==> src/rtl/reg_access_seq_pkg.sv <==
// Shared register-file constants: operation encodings and address width
// used by the register access sequencer and its environment.
package reg_access_seq_pkg;

  localparam int unsigned ADDR_W    = 3;
  localparam int unsigned REG_COUNT = 1 << ADDR_W;

  typedef enum logic [1:0] {
    OP_NOP   = 2'b00,
    OP_READ  = 2'b01,
    OP_WRITE = 2'b10,
    OP_MOVE  = 2'b11
  } op_t;

endpackage

==> src/rtl/reg_access_seq.sv <==
// Register access sequencer: accepts NOP/READ/WRITE/MOVE commands and drives
// a registered-read register file, returning READ data over a valid/ready port.
module reg_access_seq
  import reg_access_seq_pkg::*;
#(
  parameter int unsigned Width = 16
) (
  input  logic              clk,
  input  logic              rst,
  input  logic              cmd_valid,
  output logic              cmd_ready,
  input  logic [1:0]        cmd_op,
  input  logic [ADDR_W-1:0] cmd_src,
  input  logic [ADDR_W-1:0] cmd_dst,
  input  logic [Width-1:0]  cmd_data,
  output logic              rf_read_enable,
  output logic [ADDR_W-1:0] rf_read_addr,
  input  logic [Width-1:0]  rf_read_data,
  output logic              rf_write_enable,
  output logic [ADDR_W-1:0] rf_write_addr,
  output logic [Width-1:0]  rf_write_data,
  output logic              rsp_valid,
  input  logic              rsp_ready,
  output logic [Width-1:0]  rsp_data,
  output logic [7:0]        cmd_count
);

  typedef enum logic [2:0] {
    IDLE,
    WR,
    RD,
    CAP,
    RSP,
    MV_WR
  } state_t;

  state_t            state;
  state_t            state_next;
  op_t               op_q;
  logic [ADDR_W-1:0] src_q;
  logic [ADDR_W-1:0] dst_q;
  logic [Width-1:0]  data_q;
  logic              accept;
  logic              count_inc;

  assign accept = (state == IDLE) && cmd_valid;

  always_ff @(posedge clk or posedge rst) begin
    if (rst) begin
      state     <= IDLE;
      op_q      <= OP_NOP;
      src_q     <= '0;
      dst_q     <= '0;
      data_q    <= '0;
      rsp_data  <= '0;
      cmd_count <= '0;
    end else begin
      state <= state_next;
      if (accept) begin
        op_q   <= op_t'(cmd_op);
        src_q  <= cmd_src;
        dst_q  <= cmd_dst;
        data_q <= cmd_data;
      end
      // Read data is only valid in CAP; MOVE reuses this register as its write source.
      if (state == CAP) begin
        rsp_data <= rf_read_data;
      end
      if (count_inc) begin
        cmd_count <= cmd_count + 8'd1;
      end
    end
  end

  always_comb begin
    state_next      = state;
    cmd_ready       = 1'b0;
    rf_read_enable  = 1'b0;
    rf_read_addr    = '0;
    rf_write_enable = 1'b0;
    rf_write_addr   = '0;
    rf_write_data   = '0;
    rsp_valid       = 1'b0;
    count_inc       = 1'b0;
    unique case (state)
      IDLE: begin
        cmd_ready = 1'b1;
        if (cmd_valid) begin
          unique case (op_t'(cmd_op))
            OP_WRITE:         state_next = WR;
            OP_READ, OP_MOVE: state_next = RD;
            default:          state_next = IDLE;
          endcase
        end
      end
      WR: begin
        rf_write_enable = 1'b1;
        rf_write_addr   = dst_q;
        rf_write_data   = data_q;
        count_inc       = 1'b1;
        state_next      = IDLE;
      end
      RD: begin
        rf_read_enable = 1'b1;
        rf_read_addr   = src_q;
        state_next     = CAP;
      end
      CAP: begin
        state_next = (op_q == OP_MOVE) ? MV_WR : RSP;
      end
      RSP: begin
        rsp_valid = 1'b1;
        if (rsp_ready) begin
          count_inc  = 1'b1;
          state_next = IDLE;
        end
      end
      MV_WR: begin
        rf_write_enable = 1'b1;
        rf_write_addr   = dst_q;
        rf_write_data   = rsp_data;
        count_inc       = 1'b1;
        state_next      = IDLE;
      end
      default: state_next = IDLE;
    endcase
  end

endmodule

==> config.mk <==
export PLATFORM = sky130hd
export DESIGN_NAME = reg_access_seq
export DESIGN_NICKNAME = d
export VERILOG_FILES = /design/src/rtl/reg_access_seq_pkg.sv /design/src/rtl/reg_access_seq.sv
export SDC_FILE = /design/constraint.sdc
export NUM_CORES = 1
export LEC_CHECK = 0
export CAP_MARGIN = 20
export CORE_ASPECT_RATIO = 1.4
export CORE_MARGIN = 2
export CORE_UTILIZATION = 39
export DETAILED_ROUTE_END_ITERATION = 8
export PLACE_DENSITY_LB_ADDON = 0.15
export SLEW_MARGIN = 20
export SYNTH_ARGS = -nofsm -noshare
export SYNTH_HDL_FRONTEND = slang
export SYNTH_SLANG_ARGS = --single-unit
==> constraint.sdc <==
create_clock -name clk -period 1.3 [get_ports clk]
set_input_delay 0.195 -clock clk [delete_from_list [all_inputs] [get_ports clk]]
set_output_delay 0.195 -clock clk [all_outputs]
set_load 0.01 [all_outputs]
==> After elaboration in Yosys (flattened, before gate mapping) <==
Index checks and enable logic that the tools add are counted.
{ "word_totals": {"ramBits": 0, "output_inout_bits": 50, "elab_cells": 38, "mem_bits_ro": 0, "regBits": 51, "latch_bits": 0, "in_bits": 44, "n_memories": 0} }
{ "classes": {"addsub": 1, "bitwise_logic": 0, "reduce_logical": 5, "magnitude_cmp": 0, "n_div": 0, "multipliers": 0, "n_shift": 0, "n_mux": 14, "n_eq_ne": 11} }
{ "ops": {"columns": ["cell", "count"], "rows": [
  ["$pmux W16 S2", 1],
  ["$mux W3", 4],
  ["$pmux W3 S4", 1],
  ["$add A8 B1 Y8 const B", 1],
  ["$eq A2 B2 Y1 const B", 3],
  ["$eq A3 B2 Y1 const B", 2],
  ["$eq A3 B3 Y1 const B", 2],
  ["$mux W1", 6],
  ["$ne A2 B2 Y1 const B", 2],
  ["$pmux W2 S2", 1],
  ["$reduce_or A2 Y1", 2],
  ["$eq A3 B1 Y1 const B", 1],
  ["$logic_not A3 Y1", 1],
  ["$eq A2 B1 Y1 const B", 1],
  ["$pmux W1 S2", 1],
  ["$reduce_and A2 Y1", 1],
  ["$logic_and A1 B1 Y1", 1]
]} }

==> Depth between registers and ports, before layout <==
{ "logic_depth": {"depth_word": 5, "ltp_mapped": 6, "depth_no_buf": 4} }

==> Worst setup path before layout <==
Ideal clock, no wire load.
{ "synth_path": {"path_type": "register to register", "from": "reg state[2]", "to": "reg data_q[0]", "t_arrival_ps": 1461, "setup_time_ps": 125, "setup_slack_ps": -286, "path_stages_with_launch": 7, "period_less_slack_ps": 1586, "path_buffers": 3, "path_cell_list": "dfrtp_1 clkbuf_1 nor3_2 and2_1 buf_6 buf_12 mux2_4"} }
{ "synth_between": {"elab_chain_len": 2} }
{ "synth_rtl": {"columns": ["item", "line_no", "source"], "rows": [
  ["start: declaration", "reg_access_seq.sv:37", "state_t state;"],
  ["start signal: assignment", "reg_access_seq.sv:58", "state <= state_next;"],
  ["$logic_not A3 Y1", "reg_access_seq.sv:46", "assign accept = (state == IDLE) && cmd_valid;"],
  ["$logic_and A1 B1 Y1", "reg_access_seq.sv:46", null],
  ["end signal: assignment", "reg_access_seq.sv:63", "data_q <= cmd_data;"],
  ["end: declaration", "reg_access_seq.sv:42", "logic [Width-1:0] data_q;"]
]} }
Every way passes these cells.
A chain may end at the register's enable or synchronous reset.

==> Worst setup path in the final report <==
{ "layout_path": {"from": "reg state[2]", "to": "reg data_q[7]"} }
Same word-level chain as after synthesis.

==> flow_metrics.py <==
metrics = {
    "run_status": {
        "status": "finished, violations left",
        "violations": "setup timing",
    },
    "yosys": {
        "synthArstFlopShare_pct": 100,
        "synth_cells": 180,
        "ys_ff_latch": 51,
        "syn_avg_cell_area_um2": 13.4,
        "yosysTopAreaCell": "dfrtp_1",
        "ys_seq_area_share_pct": 52.8,
        "ys.flop_type": "dfrtp_1",
        "yosys-top-cells-area": "dfrtp_1 (53%), mux2_4 (12%), mux2_2 (9.8%)",
        "yosysTopAreaCellShare_pct": 52.8,
        "synth_edf_count": 0,
        "yosysMostFrequentCell": "dfrtp_1",
        "ys_types": 28,
        "syn_nets": 225,
        "synthTopCellsByCount": "dfrtp_1 (51), mux2_2 (21), mux2_4 (20), nor2_1 (20), mux2i_1 (16)",
        "syn_area_um2": 2420,
        "ys.warnings.count": 0,
    },
    "grt": {
        "grt_start_max_net_pins": 52,
        "grt_pass1_vias": 1984,
        "grt-ovfl-total": 0,
        "antenna_found_initial": 0,
        "grt_pass1_wl_um": 9920,
        "grtUsageTotal_pct": 18.2,
    },
    "power": {
        "switchingPower_uw": 3260,
        "comb_power_share_pct": 59.5,
        "sequentialPowerShare_pct": 29.9,
        "p_int_uw": 6310,
        "cellPowerDensity_nw_per_um2": 2330,
        "irDropWorstVdd_v": 0.00114,
        "power_leakage_uw": 0.00195,
        "switching_share_pct": 34.0,
        "p_clk_share_pct": 10.6,
    },
    "layout": {
        "diodes": 0,
        "finalInstanceArea_um2": 4100,
        "final_nets": 369,
        "syn_to_final_growth_pct": 69.6,
        "drive_above_1_share_pct": 50.5,
    },
    "flow_run": {
        "cap_viol_max_count": 0,
    },
    "timing": {
        "period_share_pct": 124,
        "hold_violations": 0,
        "clock.fmax_mhz": 621,
        "worst_slack_ns": -0.311,
        "drv_slew": 0,
        "tns_ns": -16.62,
        "setup_viol": 74,
        "worst_pin_slew_ns": 0.288,
        "period_minus_slack_ns": 1.61,
        "rsz0062_at_grt": "true",
        "skew_ns": 0.00559,
        "relSlewSlack_pct": 80.8,
    },
    "drt": {
        "drc": 0,
        "drt-vias-per-instance": 4.76,
        "drtPass1Iterations": 4,
        "vias": 1881,
        "antenna_left": 0,
        "finalWirelength_um": 6160,
        "wl_per_cell_um": 15.6,
        "drt_iter0_markers": 45,
    },
    "die": {
        "die_y_um": 97.2,
        "initial_core_util_pct": 40.7,
        "io_pins": 94,
        "die-area_um2": 6860,
        "fp.dieW_um": 70.6,
        "rows": 33,
        "core_area_um2": 5950,
    },
    "placed_design": {
        "port_buffers": 93,
        "dpl_cell_area_um2": 3700,
        "dpl.hpwl_um": 4110,
        "place.gp.congestion": 0.791,
    },
    "cts": {
        "cts_max_level": 2,
        "clk_latency_ns": 0.30,
        "cts-root-buf": "clkbuf_8",
        "clk_pin_slew_worst_paths_ns": 0.09,
        "cts_buffers": 5,
        "clock_sinks": 51,
        "clock_path_buffers": 2,
        "cts_tree": "yes",
    },
    "worst_setup_path": {
        "critPathKind": "register to register",
        "crit_fanout": 9,
        "cp-end-kind": "register",
        "critPathMaxStageDelay_ns": 0.47,
        "worstSetupStartpointType": "register",
        "cp_top_family": "flip-flops",
        "worstPathCellList": "buf_6 > nor3_4 > and2_4 > buf_12 > mux2_4",
        "cp_slowest_cell": "dfrtp_2",
        "worst-path-buf-inv": 2,
        "arrival_ns": 1.80,
        "critPathRequiredTime_ns": 1.49,
    },
    "worst_hold_path": {
        "worstHoldPathType": "input port to asynchronous set/reset pin",
    },
}
power by group through the flow:
| stage | sequential, uW | combinational (uW) | clock, uW |
|---|---|---|---|
| after global placement | 2880 | 4930 | 0 |
| after global routing | 2970 | 6080 | 1100 |
| after floorplan | 2970 | 2560 | 0 |
| final | 2860 | 5700 | 1010 |
| after CTS | 2860 | 5350 | 1050 |
| after detailed placement | 2880 | 4990 | 0 |
worst reg2reg max path: cells and delay by family, from the launching register on:
| kind | cells | cell delay (ns) |
|---|---|---|
| buf+inv | 2 | 0.30 |
| flops | 1 | 0.47 |
| mux | 1 | 0.31 |
| simple gates | 2 | 0.42 |
cells in the final DEF (no fill, tap or decap), types with 2 or more instances in the layout:
cell / n
xor2_1: 7
a21oi_1: 2
and2_4: 2
buf_6: 19
and3_1: 3
buf_2: 20
dlygate4sd2_1: 15
dfrtp_2: 2
clkdlybuf4s15_1: 8
nor3_2: 2
mux2i_4: 2
nand2_1: 3
nor3_4: 2
nor2_4: 3
mux2i_1: 14
clkdlybuf4s50_1: 43
nor2_1: 7
buf_8: 2
mux2_2: 16
clkbuf_8: 7
buf_4: 31
dfrtp_1: 49
mux2_4: 25
buf_12: 7
and2_1: 3
nor2_2: 10
what timing repair did:
action                     in CTS  in global routing
gates cloned                    1                  0
pin swaps                       7                 10
hold endpoints to repair        0                  0
buffers inserted               15                  5
setup endpoints to repair      98                 77
gates resized for setup       168                 28
hold buffers                    0                  0
routing by layer:
metal  global-route usage, %  vias up  routed length [um]
li1                        -      907                   -
met1                    22.2      907                2500
met2                    32.6       58                3290
met3                    2.80        9                 276
met4                    5.81        0                  86
met5                       0        -                   0
state kept, by name (all words and copies together) (netlist names):
register / cells
cmd_count: 8
data_q: 16
dst_q: 3
op_q: 2
rsp_data: 16
src_q: 3
state: 3
path summary, 6_finish.rpt:
| check | cells after the start | start | slack, ns | end |
|---|---|---|---|---|
| min reg2reg | 1 | cmd_count[7] | 0.46 | cmd_count[7] |
| max | 5 | state[2] | -0.31 | data_q[7] |
| max reg2reg | 5 | state[2] | -0.31 | data_q[7] |
| min | 3 | rst | 0.30 | cmd_count[5] |
| min in group clk | 1 | cmd_count[7] | 0.46 | cmd_count[7] |
| max in group asynchronous | 3 | rst | 0.74 | state[1] |
cells by family after synthesis:
logic type / synth area share, %
multiplexers: 28.8
flip-flops: 52.8
adder cells (fa/ha/maj): 0.517
AND/OR/NAND/NOR: 10.0
buffers and inverters: 4.09
AO/OA/AOI/OAI: 1.24
XOR/XNOR: 2.53
through the flow:
| stage | hold WS [ns] | total power, uW | utilization, % | setup WS, ns | instances |
|---|---|---|---|---|---|
| final | 0.298 | 9570 | 69.0 | -0.311 | 395 |
| after detailed placement | 0.450 | 7880 | 62.3 | -0.366 | 367 |
| after floorplan | 0.244 | 5530 | - | -0.249 | 180 |
| after global placement | 0.449 | 7810 | 62.3 | -0.367 | 367 |
| after CTS | 0.313 | 9260 | 66.5 | -0.342 | 391 |
| after global routing | 0.326 | 10200 | 69.0 | -0.356 | 395 |
area by class of cell:
type | count | area (um2)
Fill cell | 452 | 1840
Timing Repair Buffer | 148 | 1400
Sequential cell | 51 | 1280
Multi-Input combinational cell | 115 | 1210
Clock buffer | 8 | 100
Tap cell | 70 | 87.6
Inverter | 3 | 17.5
No activity file was read; power rests on OpenSTA's default activity.
==> variant 1 (config.mk and constraints unchanged) <==
The parameter `Width` goes from 16 to 20.
--- a/src/rtl/reg_access_seq.sv
+++ b/src/rtl/reg_access_seq.sv
@@ -3,7 +3,7 @@
 module reg_access_seq
   import reg_access_seq_pkg::*;
 #(
-  parameter int unsigned Width = 16
+  parameter int unsigned Width = 20
 ) (
   input  logic              clk,
   input  logic              rst,
Ports: changed (resized cmd_data, rf_read_data, rf_write_data and rsp_data); port bits go from 94 to 110. No check against the original RTL was run, so the function may have changed too.
==> variant 1 against the original RTL <==
- the run still ends with setup timing left
- clock skew rose by 4.2 ps
- setup slack got worse by 80 ps
- power rose by 20%
- routed wire length rose by 16%
- clock power rose by 100%
- critical path depth did not move
- synthesized cell count rose by 14%
- area after synthesis rose by 13%
- critical path type is now flop to output pin
- non-clock buffer count rose by 8
- combinational power rose by 7.0%
- largest cell class unchanged
- final cell count rose by 17%
- final area rose by 15%
- sequential cell count rose by 8
- maximum frequency fell by 4.8%
==> variant 1: results (changes against the original RTL) <==
metric,value,unit,change
critical_path.reg2reg.startpoint,state[1],,
layout.nets,414,,+12%
crit_end,rf_write_data[15],,
setup_ws,-392,ps,-80.4 ps
reported_leakage_power,0.00222,uW,+14%
final_count_of_negative_setup_slack_endpoints,88,,+19%
worst_pin_slew,337,ps,+49.0 ps
setup-tns-final,-25510,ps,-8890 ps
place_worst_setup_slack,-377,ps,-11.0 ps
netlist_top_cells_count,"sky130_fd_sc_hd__dfrtp_1, sky130_fd_sc_hd__mux2_2, sky130_fd_sc_hd__nor2_1",,
reg2regPathDepth,6,,+1
outcome,"complete, but fails checks",,
failed_checks,setup timing,,
synth_cell_types,26,,-7.1%
largestRegisters,"data_q (20), rsp_data (20), cmd_count (8)",,
power.ir.vdd_worst,1930,uV,+69%
final.hold.worst_slack,272,ps,-26.0 ps
detail_route.wl_per_cell,15.5,um,-0.64%
clock_tree.htree_level_count,3,,+1
port_buffers,109,,+17%
global_routing_usage_summed_across_all_routing_layers,18.8,%,+0.58 points
post_dp_cell_area,4090,um^2,+10%
synth_nets,259,,+15%
cts.clk_slew.worst_paths,70,ps,-20 ps
gp_congestion,0.763,,-3.5%
postCtsSetupRepairBufs,11,,-4
[variant 1: power breakdown]
| part | switching, uW | internal (uW) |
|---|---|---|
| combinational | 2380 | 3720 |
| sequential | 597 | 2750 |
| clock | 702 | 1320 |
| total | 3680 | 7780 |
[variant 1: area by class of cell]
class,instances,area [um^2]
inverters,4,21.3
clock buffers,11,141
multi-input cells,131,1340
fillers,548,2150
well taps,95,119
flip-flops and latches,59,1480
clock inverters,5,100
repair buffers,156,1500
[variant 1: cell families after synthesis]
group	count (synthesis)	share of synthesized area, %
xor gates and xnor gates	7	2.25
AOI/OAI and AO/OA	5	1.06
muxes	69	28.8
adders and majority gates	1	0.459
DFF	59	54.2
and+or+nand+nor	49	8.95
buffers and inverters	16	4.27
[variant 1: per-layer routing]
metal  vias up  global-route usage, %  part of all wire, %
met5         -                      0                    0
met4         0                   7.83                  1.6
met3         9                   3.32                  4.0
met2        60                   32.7                   54
met1      1092                   22.8                   41
li1       1021                      -                    -
==> variant 2 (config.mk and constraints unchanged) <==
Without the edit above. Register the output `cmd_count` once more, cleared by the reset; this adds one clock of latency there. The other outputs are not delayed to match.
--- a/src/rtl/reg_access_seq.sv
+++ b/src/rtl/reg_access_seq.sv
@@ -34,6 +34,8 @@
     MV_WR
   } state_t;
 
+  logic [7:0] cmd_count_s0;
+
   state_t            state;
   state_t            state_next;
   op_t               op_q;
@@ -53,7 +55,7 @@
       dst_q     <= '0;
       data_q    <= '0;
       rsp_data  <= '0;
-      cmd_count <= '0;
+      cmd_count_s0 <= '0;
     end else begin
       state <= state_next;
       if (accept) begin
@@ -67,7 +69,7 @@
         rsp_data <= rf_read_data;
       end
       if (count_inc) begin
-        cmd_count <= cmd_count + 8'd1;
+        cmd_count_s0 <= cmd_count_s0 + 8'd1;
       end
     end
   end
@@ -126,5 +128,13 @@
     endcase
   end
 
+  always_ff @(posedge clk or posedge rst) begin
+    if (rst) begin
+      cmd_count <= '0;
+    end else begin
+      cmd_count <= cmd_count_s0;
+    end
+  end
+
 endmodule
 
Check against the original RTL: not equivalent (Yosys sat finds a counterexample within 4 cycles, from zero or initial values and one cycle with rst high).
==> variant 2 against the original RTL <==
- clock skew is 0.82 ps higher
- utilization grew 1.4 points
- sequential cell count increased by 8
- highest routed layer unchanged
- sequential share of layout area increased by 1.0 points
- power grew 19%
- routed wire length up 13%
- sequential power increased by 17%
- area after synthesis up 8.2%
- final area rose by 12%
- setup slack got worse by 17 ps
- the flow still finishes with violations (setup timing)
==> variant 2: results (changes against the original RTL) <==
metric,value,unit,change
cts.clk_slew.worst_paths,70,ps,-20 ps
port_buffers,93,,unchanged
routed_wl,6.97,mm,+13%
grt_pass1_vias,2154,,+8.6%
grt_first_pass_wirelength,10.5,mm,+5.8%
detailed_place_hpwl,4.43,mm,+7.6%
reported_leakage_power,0.00219,uW,+12%
clock_tree.htree_level_count,3,,+1
gp_congestion,0.678,,-14%
ys_seq_area_share,56.4,%,+3.7 points
outcome,"complete, but fails checks",,
netlist_top_cells_count,"sky130_fd_sc_hd__dfrtp_1, sky130_fd_sc_hd__mux2_2, sky130_fd_sc_hd__nor2_1",,
nFillCells,454,,+0.44%
crit_fanout,4,,-5
cts-buffers-inserted,9,,+4
worst_skew_pair.late_latency,330,ps,+30 ps
final_count_of_negative_setup_slack_endpoints,74,,unchanged
rrSetupSlack,-320,ps,
yosys-top-cells-area,"sky130_fd_sc_hd__dfrtp_1, sky130_fd_sc_hd__mux2_4, sky130_fd_sc_hd__mux2_2",,
global_routing_usage_summed_across_all_routing_layers,19.2,%,+0.96 points
layout-drive-gt1-share,56.2,%,+5.7 points
layout.nets,380,,+3.0%
synth_nets,233,,+3.6%
clock_path_buffers,2,,unchanged
largestRegisters,"data_q (16), rsp_data (16)",,
setup_ws,-328,ps,-17.1 ps
num_vias,2017,,+7.2%
setup-tns-final,-17540,ps,-914 ps
power.ir.vdd_worst,1540,uV,+36%
dr.first_iter.drc_count,31,,-31%
final.hold.worst_slack,260,ps,-38.2 ps
power.switching,3830,uW,+17%
failed_checks,setup timing,,
grt_start_max_net_pins,36,,-31%
worst_clock_skew,6.41,ps,+0.817 ps
worst_slew_margin_rel,79.1,%,-1.7 points
number_of_warnings_reported_in_the_yosys_synthesis_log,0,,unchanged
cts_root_buffer,sky130_fd_sc_hd__clkbuf_8,,
place_worst_setup_slack,-397,ps,-31.1 ps
n_antenna_cell,0,,unchanged
## variant 2: changes by cell type after synthesis, sizes merged
| cell | change |
|---|---|
| a21oi | -1 |
| nor2 | +1 |
| a32oi | +1 |
| nor4bb | -1 |
| dfrtp | +8 |
## variant 2: final cells by class
cell class,count,area share [%]
clock inverter,5,1.14
sequential,59,32.2
tap,74,2.02
multi-input combinational,115,29.7
timing repair buffer,147,31.5
clock buffer,11,3.08
inverter,3,0.381
## variant 2: cells by family after synthesis
kind of cell / after synthesis / synth area share, %
DFF: 59 / 56.4
and+or+nand+nor: 45 / 9.04
buffers and inverters: 14 / 3.78
adders and majority gates: 1 / 0.478
xor gates and xnor gates: 7 / 2.34
muxes: 57 / 26.6
AOI/OAI and AO/OA: 5 / 1.29
## variant 2: routing by layer
metal | global-route usage (%) | vias up | routed length, um
met5 | 0 | - | 0
met1 | 22.5 | 1008 | 2680
met2 | 32.4 | 59 | 3840
met4 | 8.40 | 0 | 128
met3 | 5.20 | 10 | 319
li1 | - | 940 | -
## variant 2: power by group through the flow
stage	combinational (uW)	clock, uW	sequential [uW]
after floorplan	2570	0	3320
after global placement	5020	0	3190
after detailed placement	5080	0	3220
after CTS	5710	1670	3240
after global routing	6760	1780	3450
final	6370	1640	3340
## variant 2: timing repair
item	in CTS	in global routing
hold buffers	0	0
cloned	4	1
setup endpoints to repair	98	81
pin swaps	4	7
buffers inserted	12	11
gates resized for setup	173	81
## variant 2: final timing paths
kind,end,startpoint,cells after the start
worst min-delay path,op_q[0],rst,3
min in group clk,cmd_count[7],cmd_count_s0[7],0
worst max register to register,data_q[9],state[0],6
worst max-delay path,rf_write_data[11],state[2],5
worst min register to register,cmd_count[7],cmd_count_s0[7],0
max in group asynchronous,rsp_data[12],rst,3
## variant 2: critical path: stages, from the launching register on
cell and delay, ps:
sky130_fd_sc_hd__dfrtp_2 450, sky130_fd_sc_hd__buf_6 140, sky130_fd_sc_hd__buf_4 130, sky130_fd_sc_hd__mux2i_2 190, sky130_fd_sc_hd__nor2_1 50, sky130_fd_sc_hd__buf_2 140
## variant 2: stage by stage
step	instances	area (um^2)
finish	414	4590
global route	414	4590
CTS	408	4390
detailed placement	376	3900
global placement	376	3900
floorplan	188	2670
